<file path="config.mk">
export PLATFORM = sky130hd
export DESIGN_NAME = uart_tx
export DESIGN_NICKNAME = d
export VERILOG_FILES = /design/src/rtl/uart_pkg.sv /design/src/rtl/uart_tick_counter.sv /design/src/rtl/uart_tx.sv
export SDC_FILE = /design/constraint.sdc
export NUM_CORES = 1
export LEC_CHECK = 0
export CORE_MARGIN = 8
export CORE_UTILIZATION = 56
export CTS_CLUSTER_DIAMETER = 60
export DETAILED_ROUTE_END_ITERATION = 10
export PLACE_DENSITY_LB_ADDON = 0.08
export SLEW_MARGIN = 40
export SYNTH_ARGS = -nofsm -noshare
export SYNTH_HDL_FRONTEND = slang
export SYNTH_SLANG_ARGS = --single-unit
</file>
<file path="constraint.sdc">
create_clock -name clk -period 4.5 [get_ports clk]
set_input_delay 0.9 -clock clk [delete_from_list [all_inputs] [get_ports clk]]
set_output_delay 0.9 -clock clk [all_outputs]
set_load 0.02 [all_outputs]
</file>
<file path="src/rtl/uart_pkg.sv">
// Shared UART definitions: FSM states, parity codes and the parity helper
// used by both the transmitter and the receiver's parity checker.
package uart_pkg;

  localparam int unsigned MAX_DATA_BITS = 9;

  localparam logic [1:0] PARITY_NONE = 2'b00;
  localparam logic [1:0] PARITY_EVEN = 2'b01;
  localparam logic [1:0] PARITY_ODD  = 2'b10;

  typedef enum logic [2:0] {
    ST_IDLE   = 3'd0,
    ST_START  = 3'd1,
    ST_DATA   = 3'd2,
    ST_PARITY = 3'd3,
    ST_STOP   = 3'd4
  } uart_state_e;

  // Zero-extending the word leaves the XOR reduction unchanged.
  function automatic logic parity_bit(input logic [MAX_DATA_BITS-1:0] data,
                                      input logic [1:0] mode);
    parity_bit = (mode == PARITY_ODD) ? ~^data : ^data;
  endfunction

  // Code 2'b11 behaves like PARITY_NONE.
  function automatic logic parity_enabled(input logic [1:0] mode);
    parity_enabled = (mode == PARITY_EVEN) || (mode == PARITY_ODD);
  endfunction

endpackage

</file>
<file path="src/rtl/uart_tick_counter.sv">
// Counts baud_tick pulses within one serial bit and flags the last tick.
module uart_tick_counter #(
  parameter int unsigned SB_TICKS = 16
) (
  input  logic clk,
  input  logic i_rst,
  input  logic clear,
  input  logic baud_tick,
  output logic bit_end_c
);

  localparam int unsigned TICK_W = (SB_TICKS > 1) ? $clog2(SB_TICKS) : 1;
  localparam logic [TICK_W-1:0] TICK_LAST = TICK_W'(SB_TICKS - 1);

  logic [TICK_W-1:0] tick_cnt;

  // clear wins over a coincident tick so the accept-cycle tick is dropped.
  assign bit_end_c = baud_tick && !clear && (tick_cnt == TICK_LAST);

  always_ff @(posedge clk) begin
    if (i_rst) begin
      tick_cnt <= '0;
    end else if (clear) begin
      tick_cnt <= '0;
    end else if (baud_tick) begin
      tick_cnt <= bit_end_c ? '0 : tick_cnt + TICK_W'(1);
    end
  end

endmodule

</file>
<file path="src/rtl/uart_tx.sv">
// UART transmitter: start bit, LSB-first data, optional parity and stop bit,
// with every output driven straight from a flop.
module uart_tx
  import uart_pkg::*;
#(
  parameter int unsigned NB_DATA_BITS   = 8,
  parameter logic [1:0]  FLAG_PARITY    = 2'b00,
  parameter logic        FLAG_STOP_BITS = 1'b1,
  parameter int unsigned SB_TICKS       = 16
) (
  input  logic                    clk,
  input  logic                    i_rst,
  input  logic                    baud_tick,
  input  logic                    tx_start,
  input  logic [NB_DATA_BITS-1:0] tx_data_in,
  output logic                    tx,
  output logic                    tx_busy,
  output logic                    tx_done
);

  localparam int unsigned CNT_W = (NB_DATA_BITS > 1) ? $clog2(NB_DATA_BITS) : 1;
  localparam logic [CNT_W-1:0] BIT_LAST = CNT_W'(NB_DATA_BITS - 1);
  localparam logic PARITY_EN = parity_enabled(FLAG_PARITY);

  uart_state_e             state, state_next;
  logic [NB_DATA_BITS-1:0] shift_q, shift_next;
  logic [NB_DATA_BITS-1:0] data_q, data_next;
  logic [CNT_W-1:0]        bit_cnt, bit_cnt_next;
  logic                    tx_next, busy_next, done_next;
  logic                    bit_end_c;

  uart_tick_counter #(
    .SB_TICKS (SB_TICKS)
  ) u_tick_counter (
    .clk       (clk),
    .i_rst     (i_rst),
    .clear     (state == ST_IDLE),
    .baud_tick (baud_tick),
    .bit_end_c (bit_end_c)
  );

  always_ff @(posedge clk) begin
    if (i_rst) begin
      state   <= ST_IDLE;
      shift_q <= '0;
      data_q  <= '0;
      bit_cnt <= '0;
      tx      <= 1'b1;
      tx_busy <= 1'b0;
      tx_done <= 1'b0;
    end else begin
      state   <= state_next;
      shift_q <= shift_next;
      data_q  <= data_next;
      bit_cnt <= bit_cnt_next;
      tx      <= tx_next;
      tx_busy <= busy_next;
      tx_done <= done_next;
    end
  end

  always_comb begin
    state_next   = state;
    shift_next   = shift_q;
    data_next    = data_q;
    bit_cnt_next = bit_cnt;
    tx_next      = 1'b1;
    busy_next    = 1'b0;
    done_next    = 1'b0;

    unique case (state)
      ST_IDLE: begin
        // A request in the done cycle is dropped so each frame gets its pulse.
        if (tx_start && !tx_done) begin
          data_next    = tx_data_in;
          shift_next   = tx_data_in;
          bit_cnt_next = '0;
          state_next   = ST_START;
        end
      end
      ST_START: begin
        if (bit_end_c) state_next = ST_DATA;
      end
      ST_DATA: begin
        if (bit_end_c) begin
          shift_next   = shift_q >> 1;
          bit_cnt_next = bit_cnt + CNT_W'(1);
          if (bit_cnt == BIT_LAST) begin
            bit_cnt_next = '0;
            if (PARITY_EN)           state_next = ST_PARITY;
            else if (FLAG_STOP_BITS) state_next = ST_STOP;
            else                     state_next = ST_IDLE;
          end
        end
      end
      ST_PARITY: begin
        if (bit_end_c) state_next = FLAG_STOP_BITS ? ST_STOP : ST_IDLE;
      end
      ST_STOP: begin
        if (bit_end_c) state_next = ST_IDLE;
      end
      default: state_next = ST_IDLE;
    endcase

    // Line level is chosen from the upcoming state so tx changes with it.
    unique case (state_next)
      ST_START:  tx_next = 1'b0;
      ST_DATA:   tx_next = shift_next[0];
      ST_PARITY: tx_next = parity_bit(MAX_DATA_BITS'(data_q), FLAG_PARITY);
      default:   tx_next = 1'b1;
    endcase

    busy_next = (state_next != ST_IDLE);
    done_next = (state != ST_IDLE) && (state_next == ST_IDLE);
  end

endmodule
</file>
==> results of run 1 <==
-- cell usage after synthesis --
| master | count |
|---|---|
| sky130_fd_sc_hd__a41oi_1 | 1 |
| sky130_fd_sc_hd__a221o_1 | 1 |
| sky130_fd_sc_hd__a21oi_1 | 15 |
| sky130_fd_sc_hd__or2b_1 | 1 |
| sky130_fd_sc_hd__and3_1 | 2 |
| sky130_fd_sc_hd__dfxtp_1 | 29 |
| sky130_fd_sc_hd__inv_1 | 3 |
| sky130_fd_sc_hd__ha_1 | 3 |
| sky130_fd_sc_hd__nor2b_1 | 2 |
| sky130_fd_sc_hd__nand2_1 | 31 |
| sky130_fd_sc_hd__xor2_1 | 1 |
| sky130_fd_sc_hd__nand3_1 | 3 |
| sky130_fd_sc_hd__nor4_2 | 1 |
| sky130_fd_sc_hd__nand4_1 | 1 |
| sky130_fd_sc_hd__nor3b_1 | 1 |
| sky130_fd_sc_hd__a31oi_1 | 7 |
| sky130_fd_sc_hd__clkbuf_1 | 3 |
| sky130_fd_sc_hd__and4_1 | 1 |
| sky130_fd_sc_hd__o21ai_0 | 2 |
| sky130_fd_sc_hd__a22oi_1 | 2 |
| sky130_fd_sc_hd__nor2_1 | 12 |
| sky130_fd_sc_hd__buf_6 | 1 |
| sky130_fd_sc_hd__nor3_1 | 3 |
| sky130_fd_sc_hd__mux2i_1 | 2 |
| sky130_fd_sc_hd__a32oi_1 | 2 |
| sky130_fd_sc_hd__nand2b_1 | 1 |
| sky130_fd_sc_hd__or3_1 | 2 |
| sky130_fd_sc_hd__buf_2 | 2 |
| sky130_fd_sc_hd__or2_2 | 1 |
| sky130_fd_sc_hd__buf_4 | 1 |
| sky130_fd_sc_hd__nor3_2 | 2 |
| sky130_fd_sc_hd__xnor2_1 | 7 |
-- power by group through the flow --
| stage | combinational [mW] | clock, mW | sequential, mW |
|---|---|---|---|
| floorplan | 0.0385 | 0 | 0.281 |
| global placement | 0.0562 | 0 | 0.280 |
| detailed placement | 0.0574 | 0 | 0.281 |
| CTS | 0.0578 | 0.160 | 0.275 |
| global route | 0.0630 | 0.172 | 0.276 |
| finish | 0.0574 | 0.155 | 0.275 |
-- kinds of logic after synthesis --
family	share of synthesized area, %
AOI/OAI and AO/OA	14.49
xor gates and xnor gates	5.634
adders and majority gates	3.018
buffers and inverters	4.125
DFF	46.68
muxes	1.610
and+or+nand+nor	24.45
-- final cells by class --
class,count,area [um2],share of cell area [%]
tap,28,35.03,2.443
timing repair buffer,15,140.1,9.773
sequential,29,580.6,40.49
multi-input combinational,107,611.8,42.67
clock buffer,7,55.05,3.839
inverter,3,11.26,0.7853
-- final timing paths --
path	cells past startpoint	start	slack, ns	end
setup / recovery	6	baud_tick	2.02	tx$_SDFF_PP1_
setup reg to reg	6	u_tick_counter.tick_cnt[0]$_SDFFE_PP0P_	2.62	shift_q[5]$_SDFFE_PP0P_
hold / removal	2	shift_q[7]$_SDFFE_PP0P_	0.46	shift_q[7]$_SDFFE_PP0P_
hold reg to reg	2	shift_q[7]$_SDFFE_PP0P_	0.46	shift_q[7]$_SDFFE_PP0P_
-- registers in the layout, indices dropped and copies added (netlist names) --
name / cells
u_tick_counter.tick_cnt: 4
state: 3
tx: 1
bit_cnt: 3
shift_q: 8
data_q: 8
tx_busy: 1
tx_done: 1
-- through the flow --
| stage | instance area, um2 | std cells | setup WS, ns | util [%] | power, mW |
|---|---|---|---|---|---|
| floorplan | 1244 | 146 | 2.437 | - | 0.3197 |
| global placement | 1379 | 181 | 1.597 | 64.18 | 0.3365 |
| detailed placement | 1379 | 181 | 1.546 | 64.18 | 0.3382 |
| CTS | 1434 | 188 | 1.851 | 66.74 | 0.4922 |
| global route | 1434 | 189 | 1.898 | 66.74 | 0.5109 |
| finish | 1434 | 189 | 2.019 | 66.74 | 0.4868 |
-- per-layer routing --
layer	routed length (um)	vias to the layer above
li1	-	535
met1	1061	471
met2	1191	31
met3	197	4
met4	26	0
met5	0	-
-- critical path, cell delays in order --
cell and delay (ns):
sky130_fd_sc_hd__clkdlybuf4s50_1 0.62, sky130_fd_sc_hd__and4_1 0.33, sky130_fd_sc_hd__a32oi_1 0.18, sky130_fd_sc_hd__a221o_1 0.38
sky130_fd_sc_hd__nor4_2 0.22, sky130_fd_sc_hd__a21oi_1 0.06
==> metrics.log, run 1 <==
INFO  metric num_rows = 17
INFO  metric net_switching = 0.1170 mW
INFO  metric cp.required = 4.71 ns
INFO  metric wire_length_of_the_first_global_routing_pass = 4209 um
INFO  metric timing.critical_path.to_type = flop
INFO  metric power.sequential.fraction = 56.4%
INFO  metric hold_crit_path_type = reg2reg
INFO  metric floorplan.io_pins = 15
INFO  metric syn_area_per_cell = 8.518 um2
INFO  metric yosysTopAreaCellShare = 46.68%
INFO  metric crit_fanout = 7
INFO  metric placement.io_buffers = 14
INFO  metric clock_path_buffers = 2
INFO  metric avgViaCountPerCell = 5.508
INFO  metric p_per_area = 339.5 nW/um2
INFO  metric max_slew_margin = 61.90%
INFO  metric post_synth_main_area_contributors = sky130_fd_sc_hd__dfxtp_1 (47%), sky130_fd_sc_hd__nand2_1 (9.4%), sky130_fd_sc_hd__a21oi_1 (6.0%), sky130_fd_sc_hd__xnor2_1 (4.9%), sky130_fd_sc_hd__nor2_1 (3.6%)
INFO  metric n_fill_cell = 199
INFO  metric p_int = 0.3698 mW
INFO  metric die_area = 3985 um2
INFO  metric numCtsBuffers = 5
INFO  metric grt_antenna_before_repair = 0
INFO  metric worstMarginPinSlew = 0.5685 ns
INFO  metric area_growth = 15.29%
INFO  metric final-max-slew-violation-count = 0
INFO  metric globalplace.congestion = 0.8229
INFO  metric drt_iter0_drc = 43
INFO  metric synth_cells = 146
INFO  metric hold_viol = 0
INFO  metric die-height = 63.13 um
INFO  metric fmax = 403.1 MHz
INFO  metric hold_slack = 0.4625 ns
INFO  metric grt_util_all_layers = 13.18%
INFO  metric antenna-diode-count = 0
INFO  metric p_sw_share = 24.04%
INFO  metric ctsResizeCount = 0
INFO  metric global_route.usage.met1 = 13.51%
INFO  metric wl = 2477 um
INFO  metric final-setup-viol-count = 0
INFO  metric status = completed
INFO  metric most-common-layout-cells = sky130_fd_sc_hd__nand2_1 (31), sky130_fd_sc_hd__dfxtp_1 (29), sky130_fd_sc_hd__a21oi_1 (15)
INFO  metric clk_latency_worst_skew_pair = 0.32 ns
INFO  metric layout_worst_path_cycle_share = 55.13%
INFO  metric post-cts-setup-buffer-count = 0
INFO  metric die_x = 63.13 um
INFO  metric start_util = 57.89%
INFO  metric clk_pin_slew_worst_paths = 0.08 ns
INFO  metric critPathLaunchType = input pin
INFO  metric grt_setup_unrepaired = false
INFO  metric grt_start_max_net_pins = 27
INFO  metric wire_length_per_cell = 13.11 um
INFO  metric count_of_unresolved_drc_violations_after_routing = 0
INFO  metric period_minus_slack = 2.481 ns
INFO  metric leakagePower = 0.5106 nW
INFO  metric gr_met2_demand_resource = 21.38%
INFO  metric comb_power_share = 11.8%
INFO  metric hpwlAfterDp = 1788 um
INFO  metric cap_violations = 0
INFO  metric drt_pre_antenna_iters = 4
INFO  metric ir_worst_vdd = 0.2420 mV
INFO  metric net_count_after_synthesis = 161
INFO  metric setup_total_negative_slack = 0 ns
INFO  metric global_route.overflow_total = 0
INFO  metric synth_top_area_cell = sky130_fd_sc_hd__dfxtp_1
INFO  metric clock-sinks = 29
INFO  metric power_frac_clock = 31.8%
INFO  metric drive_gt1_share = 7.453%
INFO  metric tritoncts = yes
INFO  metric yosysWarningCount = 0
INFO  metric grt_pass1_vias = 996
INFO  metric ys_seq_elements = 29
INFO  metric core_area = 2148 um2
INFO  metric num-nets-final = 176
INFO  metric netlist_area = 1244 um2
INFO  metric final_common_cell = sky130_fd_sc_hd__nand2_1
INFO  metric ctsRootBufferMaster = sky130_fd_sc_hd__clkbuf_4
INFO  metric drtAntennaViolNets = 0
INFO  metric synth-seq-area-share = 46.68%
INFO  metric cts_hold_repair.buffers = 0
INFO  metric path_class = in2reg
INFO  metric via_count = 1041
INFO  metric synth_cell_type_count = 32
INFO  metric critical_path_arrival = 2.69 ns
INFO  metric clock_skew = 0.002581 ns
INFO  metric grt_most_used_layer = met2
INFO  metric grt.met3_usage = 7.420%
INFO  metric h-tree-depth = 2
Note: power is estimated with default switching activity, not from simulation.
==> run 2: changes to the inputs <==
CORE_UTILIZATION = 53   (was 56)
clock period = 2.6 ns   (was 4.5 ns; I/O delays follow)
==> metrics.log, run 2 (same netlist as run 1, synthesis figures left out) <==
INFO  metric hold_slack = 0.4712 ns (was 0.4625 ns)
INFO  metric cts_hold_repair.buffers = 0 (unchanged)
INFO  metric area_growth = 19.52% (was 15.29%)
INFO  metric ir_worst_vdd = 0.5141 mV (was 0.2420 mV)
INFO  metric floorplan.io_pins = 15 (unchanged)
INFO  metric numCtsBuffers = 5 (unchanged)
INFO  metric placement.io_buffers = 14 (unchanged)
INFO  metric p_int = 0.7448 mW (was 0.3698 mW)
INFO  metric net_switching = 0.2145 mW (was 0.1170 mW)
INFO  metric clock-sinks = 29 (unchanged)
INFO  metric r2r_slack = 0.77 ns (was 2.62 ns)
INFO  metric finalNonFillerCells = 192 (was 189)
INFO  metric finalPower = 0.9594 mW (was 0.4868 mW)
INFO  metric reg2regPathDepth = 6 (unchanged)
INFO  metric n_fill_cell = 186 (was 199)
INFO  metric final-setup-viol-count = 0 (unchanged)
INFO  metric final_common_cell = sky130_fd_sc_hd__nand2_1 (unchanged)
INFO  metric fin_ws = 0.5788 ns (was 2.019 ns)
INFO  metric drtAntennaViolNets = 0 (unchanged)
INFO  metric hpwlAfterDp = 1896 um (was 1788 um)
INFO  metric p_per_area = 645.4 nW/um2 (was 339.5 nW/um2)
INFO  metric clk_pin_slew_worst_paths = 0.09 ns (was 0.08 ns)
INFO  metric p_sw_share = 22.36% (was 24.04%)
INFO  metric die_area = 4153 um2 (was 3985 um2)
INFO  metric status = completed (unchanged)
INFO  metric clk_latency_worst_skew_pair = 0.32 ns (about the same)
INFO  metric clock_path_buffers = 2 (unchanged)
INFO  metric tritoncts = yes (unchanged)
INFO  metric die_x = 64.44 um (was 63.13 um)
INFO  metric placed_instances = 184 (was 181)
INFO  metric hold_viol = 0 (unchanged)
INFO  metric h-tree-depth = 2 (unchanged)
INFO  metric grt_pass1_vias = 969 (was 996)
INFO  metric antenna-diode-count = 0 (unchanged)
INFO  metric drive_gt1_share = 8.537% (was 7.453%)
INFO  metric comb_power_share = 10.9% (was 11.8%)
INFO  metric cp.required = 2.84 ns (was 4.71 ns)
INFO  metric globalplace.congestion = 0.9104 (was 0.8229)
INFO  metric multi_input_area = 611.8 um2 (unchanged)
INFO  metric avgViaCountPerCell = 5.484 (was 5.508)
INFO  metric ctsResizeCount = 0 (unchanged)
INFO  metric ff_latch_area = 580.6 um2 (unchanged)
INFO  metric num-nets-final = 178 (was 176)
INFO  metric worst_r2r_endpoint = tx$_SDFF_PP1_ (was shift_q[5]$_SDFFE_PP0P_)
INFO  metric start_util = 56.22% (was 57.89%)
INFO  metric core_area = 2212 um2 (was 2148 um2)
INFO  metric global_route.overflow_total = 0 (unchanged)
INFO  metric worst_setup_path_startpoint = baud_tick (unchanged)
INFO  metric drt_pre_antenna_iters = 4 (unchanged)
INFO  metric wire_length_per_cell = 13.44 um (was 13.11 um)
INFO  metric most-common-layout-cells = sky130_fd_sc_hd__nand2_1 (31), sky130_fd_sc_hd__dfxtp_1 (29), sky130_fd_sc_hd__a21oi_1 (15) (unchanged)
INFO  metric path_class = in2reg (unchanged)
INFO  metric ctsRootBufferMaster = sky130_fd_sc_hd__clkbuf_4 (unchanged)
INFO  metric fmax = 494.7 MHz
INFO  metric drt_iter0_drc = 47 (was 43)
INFO  metric crit-reg2reg-launch = u_tick_counter.tick_cnt[0]$_SDFFE_PP0P_ (unchanged)
INFO  metric wl = 2581 um (was 2477 um)
INFO  metric place_ws = 0.2934 ns (was 1.546 ns)
INFO  metric clock_skew = 0.006657 ns (was 0.002581 ns)
INFO  metric crit_path_end = tx$_SDFF_PP1_ (unchanged)
INFO  metric timing.critical_path.to_type = flop (unchanged)
INFO  metric layout_worst_path_cycle_share = 77.74%
INFO  metric grt_setup_unrepaired = false (unchanged)
INFO  metric worstMarginPinSlew = 0.3836 ns (was 0.5685 ns)
INFO  metric hold_crit_path_type = reg2reg (unchanged)
INFO  metric setup_total_negative_slack = 0 ns (unchanged)
INFO  metric critical_path_arrival = 2.27 ns (was 2.69 ns)
INFO  metric power.sequential.fraction = 49.6% (was 56.4%)
INFO  metric reg_top3 = data_q: 8 flops, shift_q: 8 flops, u_tick_counter.tick_cnt: 4 flops (unchanged)
INFO  metric finish.instance_area = 1486 um2 (was 1434 um2)
INFO  metric critPathLaunchType = input pin (unchanged)
INFO  metric utilization = 67.19% (was 66.74%)
INFO  metric grt_antenna_before_repair = 0 (unchanged)
INFO  metric grt_util_all_layers = 13.11% (was 13.18%)
INFO  metric wire_length_of_the_first_global_routing_pass = 4319 um (was 4209 um)
INFO  metric final-max-slew-violation-count = 0 (unchanged)
INFO  metric post_dp_cell_area = 1401 um2 (was 1379 um2)
INFO  metric max_slew_margin = 74.43% (was 61.90%)
INFO  metric cap_violations = 0 (unchanged)
INFO  metric post-cts-setup-buffer-count = 0 (unchanged)
INFO  metric via_count = 1053 (was 1041)
INFO  metric count_of_unresolved_drc_violations_after_routing = 0 (unchanged)
INFO  metric period_minus_slack = 2.021 ns
INFO  metric power_frac_clock = 39.5% (was 31.8%)
INFO  metric grt_start_max_net_pins = 26 (was 27)
INFO  metric crit_fanout = 7 (unchanged)
INFO  metric leakagePower = 0.5356 nW (was 0.5106 nW)
INFO  metric num_rows = 17 (unchanged)
INFO  metric die-height = 64.44 um (was 63.13 um)
[run 2: cell types whose count changed in the layout (fill, tap and decap cells not counted), sizes merged]
cell	change
buf	+2
bufinv	+1
clkbuf	-1
clkdlybuf4s50	+1
[run 2: power groups by stage]
stage | registers, mW | logic [mW] | clock network, mW
floorplan | 0.487 | 0.0666 | 0
global placement | 0.485 | 0.102 | 0
detailed placement | 0.486 | 0.104 | 0
CTS | 0.476 | 0.105 | 0.386
global route | 0.478 | 0.115 | 0.409
finish | 0.476 | 0.104 | 0.379
[run 2: per-layer routing]
metal  vias up  global-route usage (%)  share of wire, %
li1        540                       -                 -
met1       484                   15.17                44
met2        25                   20.87                48
met3         4                   6.357               5.8
met4         0                   4.087               1.3
met5         -                       0                 0
[run 2: worst min-delay path by stage]
stage / depth (start not counted) / slack, ns / from / to
5_1_grt: 2 / 0.50 / data_q[7]$_SDFFE_PP0P_ / data_q[7]$_SDFFE_PP0P_
2_1_floorplan: 2 / 0.44 / shift_q[7]$_SDFFE_PP0P_ / shift_q[7]$_SDFFE_PP0P_
3_3_place_gp: 2 / 0.45 / shift_q[7]$_SDFFE_PP0P_ / shift_q[7]$_SDFFE_PP0P_
3_5_place_dp: 2 / 0.46 / data_q[7]$_SDFFE_PP0P_ / data_q[7]$_SDFFE_PP0P_
4_1_cts: 2 / 0.47 / data_q[7]$_SDFFE_PP0P_ / data_q[7]$_SDFFE_PP0P_
6_report: 2 / 0.47 / data_q[7]$_SDFFE_PP0P_ / data_q[7]$_SDFFE_PP0P_
[run 2: worst max-delay path: stages]
cell	delay, ns
sky130_fd_sc_hd__clkdlybuf4s50_1	0.61
sky130_fd_sc_hd__nand4_1	0.23
sky130_fd_sc_hd__nor3_1	0.26
sky130_fd_sc_hd__a21oi_1	0.11
sky130_fd_sc_hd__or3_1	0.38
sky130_fd_sc_hd__a21oi_1	0.16
[run 2: final cells by class]
class / instances / share of cell area, %
inverter: 3 / 0.7576
sequential: 29 / 39.06
timing repair buffer: 17 / 10.94
clock buffer: 7 / 3.704
multi-input combinational: 107 / 41.16
clock inverter: 1 / 2.020
tap: 28 / 2.357
